File: config.mk
export PLATFORM = sky130hd
export DESIGN_NAME = uart_rx_gen2
export DESIGN_NICKNAME = d
export VERILOG_FILES = /design/src/rtl/uart_rx_gen2.sv
export SDC_FILE = /design/constraint.sdc
export NUM_CORES = 1
export LEC_CHECK = 0
export CAP_MARGIN = 15
export CORE_AREA = 3 3 80 82
export CTS_CLUSTER_SIZE = 14
export DETAILED_ROUTE_END_ITERATION = 6
export DIE_AREA = 0 0 83 85
export MAX_ROUTING_LAYER = met4
export PLACE_DENSITY = 0.72
export SLEW_MARGIN = 40
export SYNTH_ARGS = -nofsm -noshare
export SYNTH_HDL_FRONTEND = slang
export SYNTH_SLANG_ARGS = --single-unit
File: constraint.sdc
create_clock -name clk -period 3.5 [get_ports clk]
set_clock_uncertainty 0.05 [all_clocks]
set_input_delay 0.7 -clock clk [delete_from_list [all_inputs] [get_ports clk]]
set_output_delay 0.7 -clock clk [all_outputs]
set_load 0.1 [all_outputs]
File: src/rtl/uart_rx_gen2.sv
// uart_rx_gen2: oversampling UART receiver with 2-FF input synchronizer,
// 3-sample majority vote, optional parity, one or two stop bits and break detection.
`timescale 1ns/1ps
module uart_rx_gen2 #(
    parameter int unsigned DATA_WIDTH = 8,
    parameter int unsigned PRESCALE_W = 6
) (
    input  logic                  clk,
    input  logic                  rst,
    input  logic                  SRL_data,
    input  logic [PRESCALE_W-1:0] prescale,
    input  logic                  PAR_EN,
    input  logic                  PAR_TYP,
    input  logic                  STOP2,
    output logic [DATA_WIDTH-1:0] P_DATA,
    output logic                  Data_Valid,
    output logic                  parity_err,
    output logic                  framing_err,
    output logic                  break_det
);

    // Counter must hold at least the minimum ratio of 8.
    localparam int unsigned CW = (PRESCALE_W > 4) ? PRESCALE_W : 4;
    localparam int unsigned BW = $clog2(DATA_WIDTH);

    typedef enum logic [2:0] {
        StIdle,
        StStart,
        StData,
        StParity,
        StStop1,
        StStop2,
        StWaitHigh
    } state_e;

    state_e                r_state;
    logic                  r_sync1;
    logic                  r_sync2;
    logic                  r_prev;
    logic [CW-1:0]         r_cnt;
    logic [CW-1:0]         r_p;
    logic [BW-1:0]         r_bit;
    logic [DATA_WIDTH-1:0] r_shift;
    logic [DATA_WIDTH-1:0] r_p_data;
    logic                  r_samp0;
    logic                  r_samp1;
    logic                  r_par_en;
    logic                  r_par_typ;
    logic                  r_stop2;
    logic                  r_par_bit;
    logic                  r_dv;
    logic                  r_perr;
    logic                  r_ferr;
    logic                  r_brk;

    logic                  w_rx;
    logic [CW-1:0]         w_pre_ext;
    logic [CW-1:0]         w_p;
    logic [CW-1:0]         w_h;
    logic                  w_last;
    logic                  w_at_s0;
    logic                  w_at_s1;
    logic                  w_at_vote;
    logic                  w_vote;
    logic                  w_mismatch;
    logic                  w_break;

    // Two-flop synchronizer plus one delayed copy for falling-edge detection.
    always_ff @(posedge clk) begin
        if (rst) begin
            r_sync1 <= 1'b1;
            r_sync2 <= 1'b1;
            r_prev  <= 1'b1;
        end else begin
            r_sync1 <= SRL_data;
            r_sync2 <= r_sync1;
            r_prev  <= r_sync2;
        end
    end

    assign w_rx      = r_sync2;
    assign w_pre_ext = CW'(prescale);
    assign w_p       = (w_pre_ext < CW'(8)) ? CW'(8) : w_pre_ext;
    assign w_h       = r_p >> 1;
    assign w_last    = (r_cnt == r_p - CW'(1));
    assign w_at_s0   = (r_cnt == w_h - CW'(1));
    assign w_at_s1   = (r_cnt == w_h);
    // Third sample is the live line value; the decision lands in the next cycle.
    assign w_at_vote = (r_cnt == w_h + CW'(1));
    assign w_vote    = (r_samp0 & r_samp1) | (r_samp0 & w_rx) | (r_samp1 & w_rx);

    assign w_mismatch = r_par_en & (r_par_bit ^ (^r_shift) ^ r_par_typ);
    assign w_break    = (r_shift == '0) & ~(r_par_en & r_par_bit);

    // Frame FSM: bit timing, sampling, shifting and registered result pulses.
    always_ff @(posedge clk) begin
        if (rst) begin
            r_state   <= StIdle;
            r_cnt     <= '0;
            r_p       <= CW'(8);
            r_bit     <= '0;
            r_shift   <= '0;
            r_p_data  <= '0;
            r_samp0   <= 1'b1;
            r_samp1   <= 1'b1;
            r_par_en  <= 1'b0;
            r_par_typ <= 1'b0;
            r_stop2   <= 1'b0;
            r_par_bit <= 1'b0;
            r_dv      <= 1'b0;
            r_perr    <= 1'b0;
            r_ferr    <= 1'b0;
            r_brk     <= 1'b0;
        end else begin
            r_dv   <= 1'b0;
            r_perr <= 1'b0;
            r_ferr <= 1'b0;
            r_brk  <= 1'b0;

            if (r_state != StIdle && r_state != StWaitHigh) begin
                r_cnt <= w_last ? '0 : r_cnt + CW'(1);
                if (w_at_s0) r_samp0 <= w_rx;
                if (w_at_s1) r_samp1 <= w_rx;
            end

            unique case (r_state)
                StIdle: begin
                    r_cnt <= '0;
                    // The cycle the low level first appears counts as 0.
                    if (r_prev && !w_rx) begin
                        r_state   <= StStart;
                        r_cnt     <= CW'(1);
                        r_bit     <= '0;
                        r_p       <= w_p;
                        r_par_en  <= PAR_EN;
                        r_par_typ <= PAR_TYP;
                        r_stop2   <= STOP2;
                    end
                end
                StStart: begin
                    if (w_at_vote && w_vote) begin
                        r_state <= StIdle;
                    end else if (w_last) begin
                        r_state <= StData;
                    end
                end
                StData: begin
                    if (w_at_vote) r_shift <= {w_vote, r_shift[DATA_WIDTH-1:1]};
                    if (w_last) begin
                        if (r_bit == BW'(DATA_WIDTH - 1)) begin
                            r_bit   <= '0;
                            r_state <= r_par_en ? StParity : StStop1;
                        end else begin
                            r_bit <= r_bit + BW'(1);
                        end
                    end
                end
                StParity: begin
                    if (w_at_vote) r_par_bit <= w_vote;
                    if (w_last) r_state <= StStop1;
                end
                StStop1: begin
                    if (w_at_vote) begin
                        if (!w_vote) begin
                            r_ferr  <= 1'b1;
                            r_perr  <= w_mismatch;
                            r_brk   <= w_break;
                            r_state <= w_break ? StWaitHigh : StIdle;
                        end else if (!r_stop2) begin
                            r_state <= StIdle;
                            if (w_mismatch) begin
                                r_perr <= 1'b1;
                            end else begin
                                r_dv     <= 1'b1;
                                r_p_data <= r_shift;
                            end
                        end
                    end else if (w_last) begin
                        r_state <= StStop2;
                    end
                end
                StStop2: begin
                    // Line rose for stop 1, so a low here is never a break.
                    if (w_at_vote) begin
                        r_state <= StIdle;
                        if (!w_vote) begin
                            r_ferr <= 1'b1;
                            r_perr <= w_mismatch;
                        end else if (w_mismatch) begin
                            r_perr <= 1'b1;
                        end else begin
                            r_dv     <= 1'b1;
                            r_p_data <= r_shift;
                        end
                    end
                end
                StWaitHigh: begin
                    if (w_rx) r_state <= StIdle;
                end
                default: r_state <= StIdle;
            endcase
        end
    end

    assign P_DATA      = r_p_data;
    assign Data_Valid  = r_dv;
    assign parity_err  = r_perr;
    assign framing_err = r_ferr;
    assign break_det   = r_brk;

endmodule

==> results.cfg, run 1 <==
[power_and_ir_drop]
p_sw_frac = 0.323
p_int_mw = 0.838
p_per_area_nw_per_um2 = 426
p_leak_nw = 1.14
power.share.clock = 0.282
p_comb_frac = 0.224
p_seq_frac = 0.494
vdd_drop_max_v = 0.000226
switchingPower_mw = 0.400

[logic_synthesis]
async_reset_ff_frac = 0
yosys.area.top_type = dfxtp_1
synth-main-ff-cell = dfxtp_1
seq_area_frac_synth = 0.363
synthCells = 316
synth_fp_nets = 339
synth_area_leaders = dfxtp_1 36%, xnor2_1 6.8%, nand2_1 5.4%, ha_1 5.3%, mux2i_1 5.0%
synth.cell_area_um2 = 2590
yosys.area.top_type_share = 0.363
yosys_warnings = 0
yosysMostFrequentCell = dfxtp_1
synth.avg_cell_area_um2 = 8.21
synthTopCellsByCount = 47 x dfxtp_1, 37 x nand2_1, 32 x nor2_1, 25 x a21oi_1, 20 x xnor2_1
synth_edf_count = 0
synth-seq-cells = 47
synth_cell_types = 48

[setup_path]
endpoint_kind = register
cp_slowest_cell = or4_4
critical_path.cell_chain = inv_1 > ha_1 > xnor2_1 > nand2b_1 > or4_4 > or4_1 > a21oi_2 > nor2_1 > mux2_4
critical_path_class = register to register
crit_buf_inv = 1
cp.required_ns = 3.64
slowest_delay_ns = 0.52
start_kind = register
cp_max_fo = 10
critPathTopFamily = simple AND/OR/NAND/NOR gates
cp.arrival_ns = 3.06

[outcome]
status = finished, final reports clean

[routing]
dr.pass1.iters = 4
vias = 2218
ant_nets = 0
wl_per_cell_um = 13.6
totalWireLength_um = 5520
drc_errors = 0
vias_per_cell = 5.45
drt_iter0_markers = 222

[timing]
clock.fmax_mhz = 343
setup_tns_ns = 0
setup_violations = 0
worst_slew_pin_slew_ns = 0.741
hold_viol_final = 0
slew_headroom = 0.504
drv_slew = 0
rsz0062_at_grt = no
hold_ws_ns = 0.368
min_period_over_period = 0.832
period_minus_slack_ns = 2.91

[floorplan]
core_um2 = 5820
die_w_um = 83
fp.dieH_um = 85
num_rows = 28
io_pins = 24
die_area_um2 = 7060
start_util = 0.446

[clock_network]
post_cts_buffers = 0
cts_tree = done
clock_latency_ns = 0.30
htreeDepth = 2
cts_buffers = 5
cts-root-buf = clkbuf_8
clk_pin_slew_ns = 0.08
clk_path_buf_depth = 2
cts_sinks = 47
cts_hold_buf = 0
cts_resized = 0

[min_path]
hold_path_class = register to register

[layout]
area.growth.synth_to_final_pct = 11.9
antenna_cells = 0
drive_gt1_frac = 0.0994
fin_nets = 354

[grt]
grt_pass1_wl_um = 9690
grt_start_max_net_pins = 32
first_global_vias = 2076
grt_antenna_before_repair = 0
grt-ovfl-total = 0
grt_usage = 0.169

[place]
dp.final_hpwl_um = 4060
place.gp.congestion = 0.878
portBuffers = 23

[flow_run]
max_cap_viol_count = 0
[power groups by stage]
stage / Clock [mW] / Sequential (mW) / Combinational [mW]
floorplan: 0 / 0.590 / 0.236
global placement: 0 / 0.621 / 0.273
detailed placement: 0 / 0.622 / 0.275
CTS: 0.360 / 0.610 / 0.276
global route: 0.383 / 0.617 / 0.313
finish: 0.349 / 0.611 / 0.277
[registers in the layout (all words and copies together) (netlist names), 3 cells and up]
name / count
P_DATA: 8
r_shift: 8
r_cnt: 6
r_p: 6
r_bit: 3
r_state: 3
[area by class of cell]
class,instances,area [µm²]
Fill cell,596,2910
Multi-Input combinational cell,235,1520
Sequential cell,47,941
Timing Repair Buffer,26,193
Tap cell,75,93.8
Clock buffer,6,82.6
Inverter,16,60.1
Clock inverter,2,16.3
[path summary, 6_finish.rpt]
kind	end	cells after the start	startpoint	slack, ns
min reg2reg	r_sync2	1	r_sync1	0.37
max	r_state[1]	9	r_p[2]	0.59
max reg2reg	r_state[1]	9	r_p[2]	0.59
min	r_sync2	1	r_sync1	0.37
[placed cells by master, fill, tap and decap left out, types with 3 or more instances in the layout]
cell type / synthesis / layout
a21oi_1: 25 / 25
a311oi_1: 4 / 4
a31oi_1: 3 / 3
and3_1: 3 / 3
buf_2: 4 / 12
buf_4: 1 / 3
clkbuf_8: 0 / 6
clkdlybuf4s50_1: 0 / 11
dfxtp_1: 47 / 47
ha_1: 11 / 11
inv_1: 15 / 15
mux2i_1: 13 / 13
nand2_1: 37 / 37
nand2b_1: 4 / 4
nand3_1: 19 / 19
nand4_1: 3 / 3
nor2_1: 32 / 32
nor3_1: 6 / 6
nor4_1: 5 / 5
o21a_1: 3 / 3
o21ai_0: 3 / 3
o21ai_1: 3 / 3
or2_2: 3 / 3
or3_1: 5 / 5
xnor2_1: 20 / 20
xor2_1: 5 / 5
[through the flow]
stage,std cells,util,power [mW],area [µm²],worst slack (ns)
finish,407,0.499,1.24,2900,0.588
global route,407,0.499,1.31,2900,0.330
CTS,407,0.499,1.25,2900,0.580
detailed placement,399,0.482,0.897,2800,0.600
global placement,399,0.492,0.893,2860,0.677
floorplan,316,-,0.826,2590,0.788
[logic make-up after synthesis]
| group | count (synthesis) | share of synthesized area |
|---|---|---|
| and+or+nand+nor | 126 | 0.233 |
| muxes | 14 | 0.0560 |
| buffers and inverters | 34 | 0.0526 |
| DFF | 47 | 0.363 |
| AOI/OAI and AO/OA | 58 | 0.147 |
| adders and majority gates | 11 | 0.0531 |
| xor gates and xnor gates | 26 | 0.0950 |
[routing by layer]
metal,part of all wire,up-vias,global-route usage
met5,0,-,-
met4,0.018,0,0.0594
met3,0.038,11,0.0301
met2,0.46,42,0.262
met1,0.48,1032,0.221
li1,-,1133,-
Note: power is estimated with default switching activity, not from simulation.
==> run 2: changes to the inputs <==
- clock period: 3.5 -> 2.8 ns (I/O delays scaled with it)
==> run 2 against run 1 <==
  * Power is 25% higher
  * Via count is 5.6% higher
  * Highest routed layer unchanged
  * Critical path type unchanged
  * First-iteration DRC count is 1.4% lower
==> results.cfg, run 2 (same netlist as run 1, synthesis figures left out) <==
[layout]
mostFrequentLayoutCells = 46 x dfxtp_1, 37 x nand2_1, 33 x buf_4
final_common_cell = dfxtp_1
fin_nets = 372
final_util = 0.530
area.growth.synth_to_final_pct = 18.8
fillers = 567
drive_gt1_frac = 0.155
final_area_um2 = 3080
antenna_cells = 0
fin_cells = 424

[timing]
setup_violations = 0
worst_slew_pin_slew_ns = 0.550
min_period_over_period = 0.981
drv_slew = 0
slew_headroom = 0.633
worst_slack_ns = 0.0530
hold_ws_ns = 0.367
hold_viol_final = 0
setup_tns_ns = 0
period_minus_slack_ns = 2.75
clock.fmax_mhz = 364

[power_and_ir_drop]
p_per_area_nw_per_um2 = 504
vdd_drop_max_v = 0.000302
p_leak_nw = 1.23
p_total_mw = 1.55

[routing]
drc_errors = 0
top_layer = met4
wl_met1_um = 2800
ant_nets = 0
vias = 2342
wl_per_cell_um = 13.8
wl_met3_um = 248
totalWireLength_um = 5840
vias_per_cell = 5.52
dr.pass1.iters = 4
drt_iter0_markers = 219
wl_met2_um = 2710

[clock_network]
cts-root-buf = clkbuf_8
clock_latency_ns = 0.30
clk_pin_slew_ns = 0.09
cts_buffers = 5
cts_hold_buf = 0
cts_sinks = 47
clk_path_buf_depth = 2
htreeDepth = 2
cts_tree = done

[flow_run]
max_cap_viol_count = 0

[setup_path]
cp.arrival_ns = 2.89
critical_path_class = register to register
cp.required_ns = 2.94
endpoint_kind = register
start_kind = register
cp_max_fo = 4

[floorplan]
core_um2 = 5820
num_rows = 28
die_w_um = 83
fp.dieH_um = 85
start_util = 0.446
die_area_um2 = 7060
io_pins = 24

[outcome]
status = finished, final reports clean

[place]
place.gp.congestion = 0.932
dp.cells = 414
dp.final_hpwl_um = 4390
pre_cts_slack_ns = -0.0497
portBuffers = 23
dpl_cell_area_um2 = 2950

[min_path]
hold_path_class = register to register

[grt]
grt_start_max_net_pins = 23
first_global_vias = 2235
grt_antenna_before_repair = 0
grt_pass1_wl_um = 10000
grt-ovfl-total = 0
grt_usage = 0.174
run 2: cell count changes in the layout (fill, tap and decap cells not counted), sizes merged:
| cell | before | now |
|---|---|---|
| buf | 15 | 33 |
| clkinv | 1 | 2 |
| clkinvlp | 1 | 0 |
| clkbuf | 6 | 5 |
run 2: final timing paths:
check,end,cells past startpoint,from,slack [ns]
worst max-delay path,r_state[1],9,r_p[1],0.05
worst min-delay path,r_sync2,1,r_sync1,0.37
worst max register to register,r_state[1],9,r_p[1],0.05
worst min register to register,r_sync2,1,r_sync1,0.37
run 2: routing by layer:
metal / global-route usage / vias up
met5: - / -
met2: 0.284 / 58
met4: 0.0579 / 0
met1: 0.226 / 1116
li1: - / 1161
met3: 0.0204 / 7
run 2: worst max-delay path: stages, from the launching register on:
cell and delay, ns:
dfxtp_1 0.34, inv_1 0.10, ha_4 0.26, xnor2_2 0.16, nand2b_1 0.08, or4_4 0.55
or4_1 0.51, a21oi_2 0.18, nor2_1 0.09, mux2_4 0.31
run 2: timing repair:
action | 4_1_cts | 5_1_grt
resized for setup | 1 | 3
pin swaps | 0 | 3
hold endpoints to repair | 0 | 0
setup endpoints to repair | 1 | 2
buffers inserted | 0 | 3
cloned | 0 | 0
run 2: area by class of cell:
cell class | instances | area, µm² | area share
clock buffer | 5 | 68.8 | 0.0223
timing repair buffer | 44 | 358 | 0.116
sequential | 47 | 945 | 0.307
clock inverter | 2 | 13.8 | 0.00447
inverter | 16 | 60.1 | 0.0195
multi-input combinational | 235 | 1540 | 0.500
tap | 75 | 93.8 | 0.0305
run 2: power by group:
part / internal (mW) / total (mW) / switching, mW
combinational: 0.176 / 0.396 / 0.220
sequential: 0.697 / 0.757 / 0.0600
clock: 0.171 / 0.400 / 0.229
total: 1.04 / 1.55 / 0.509
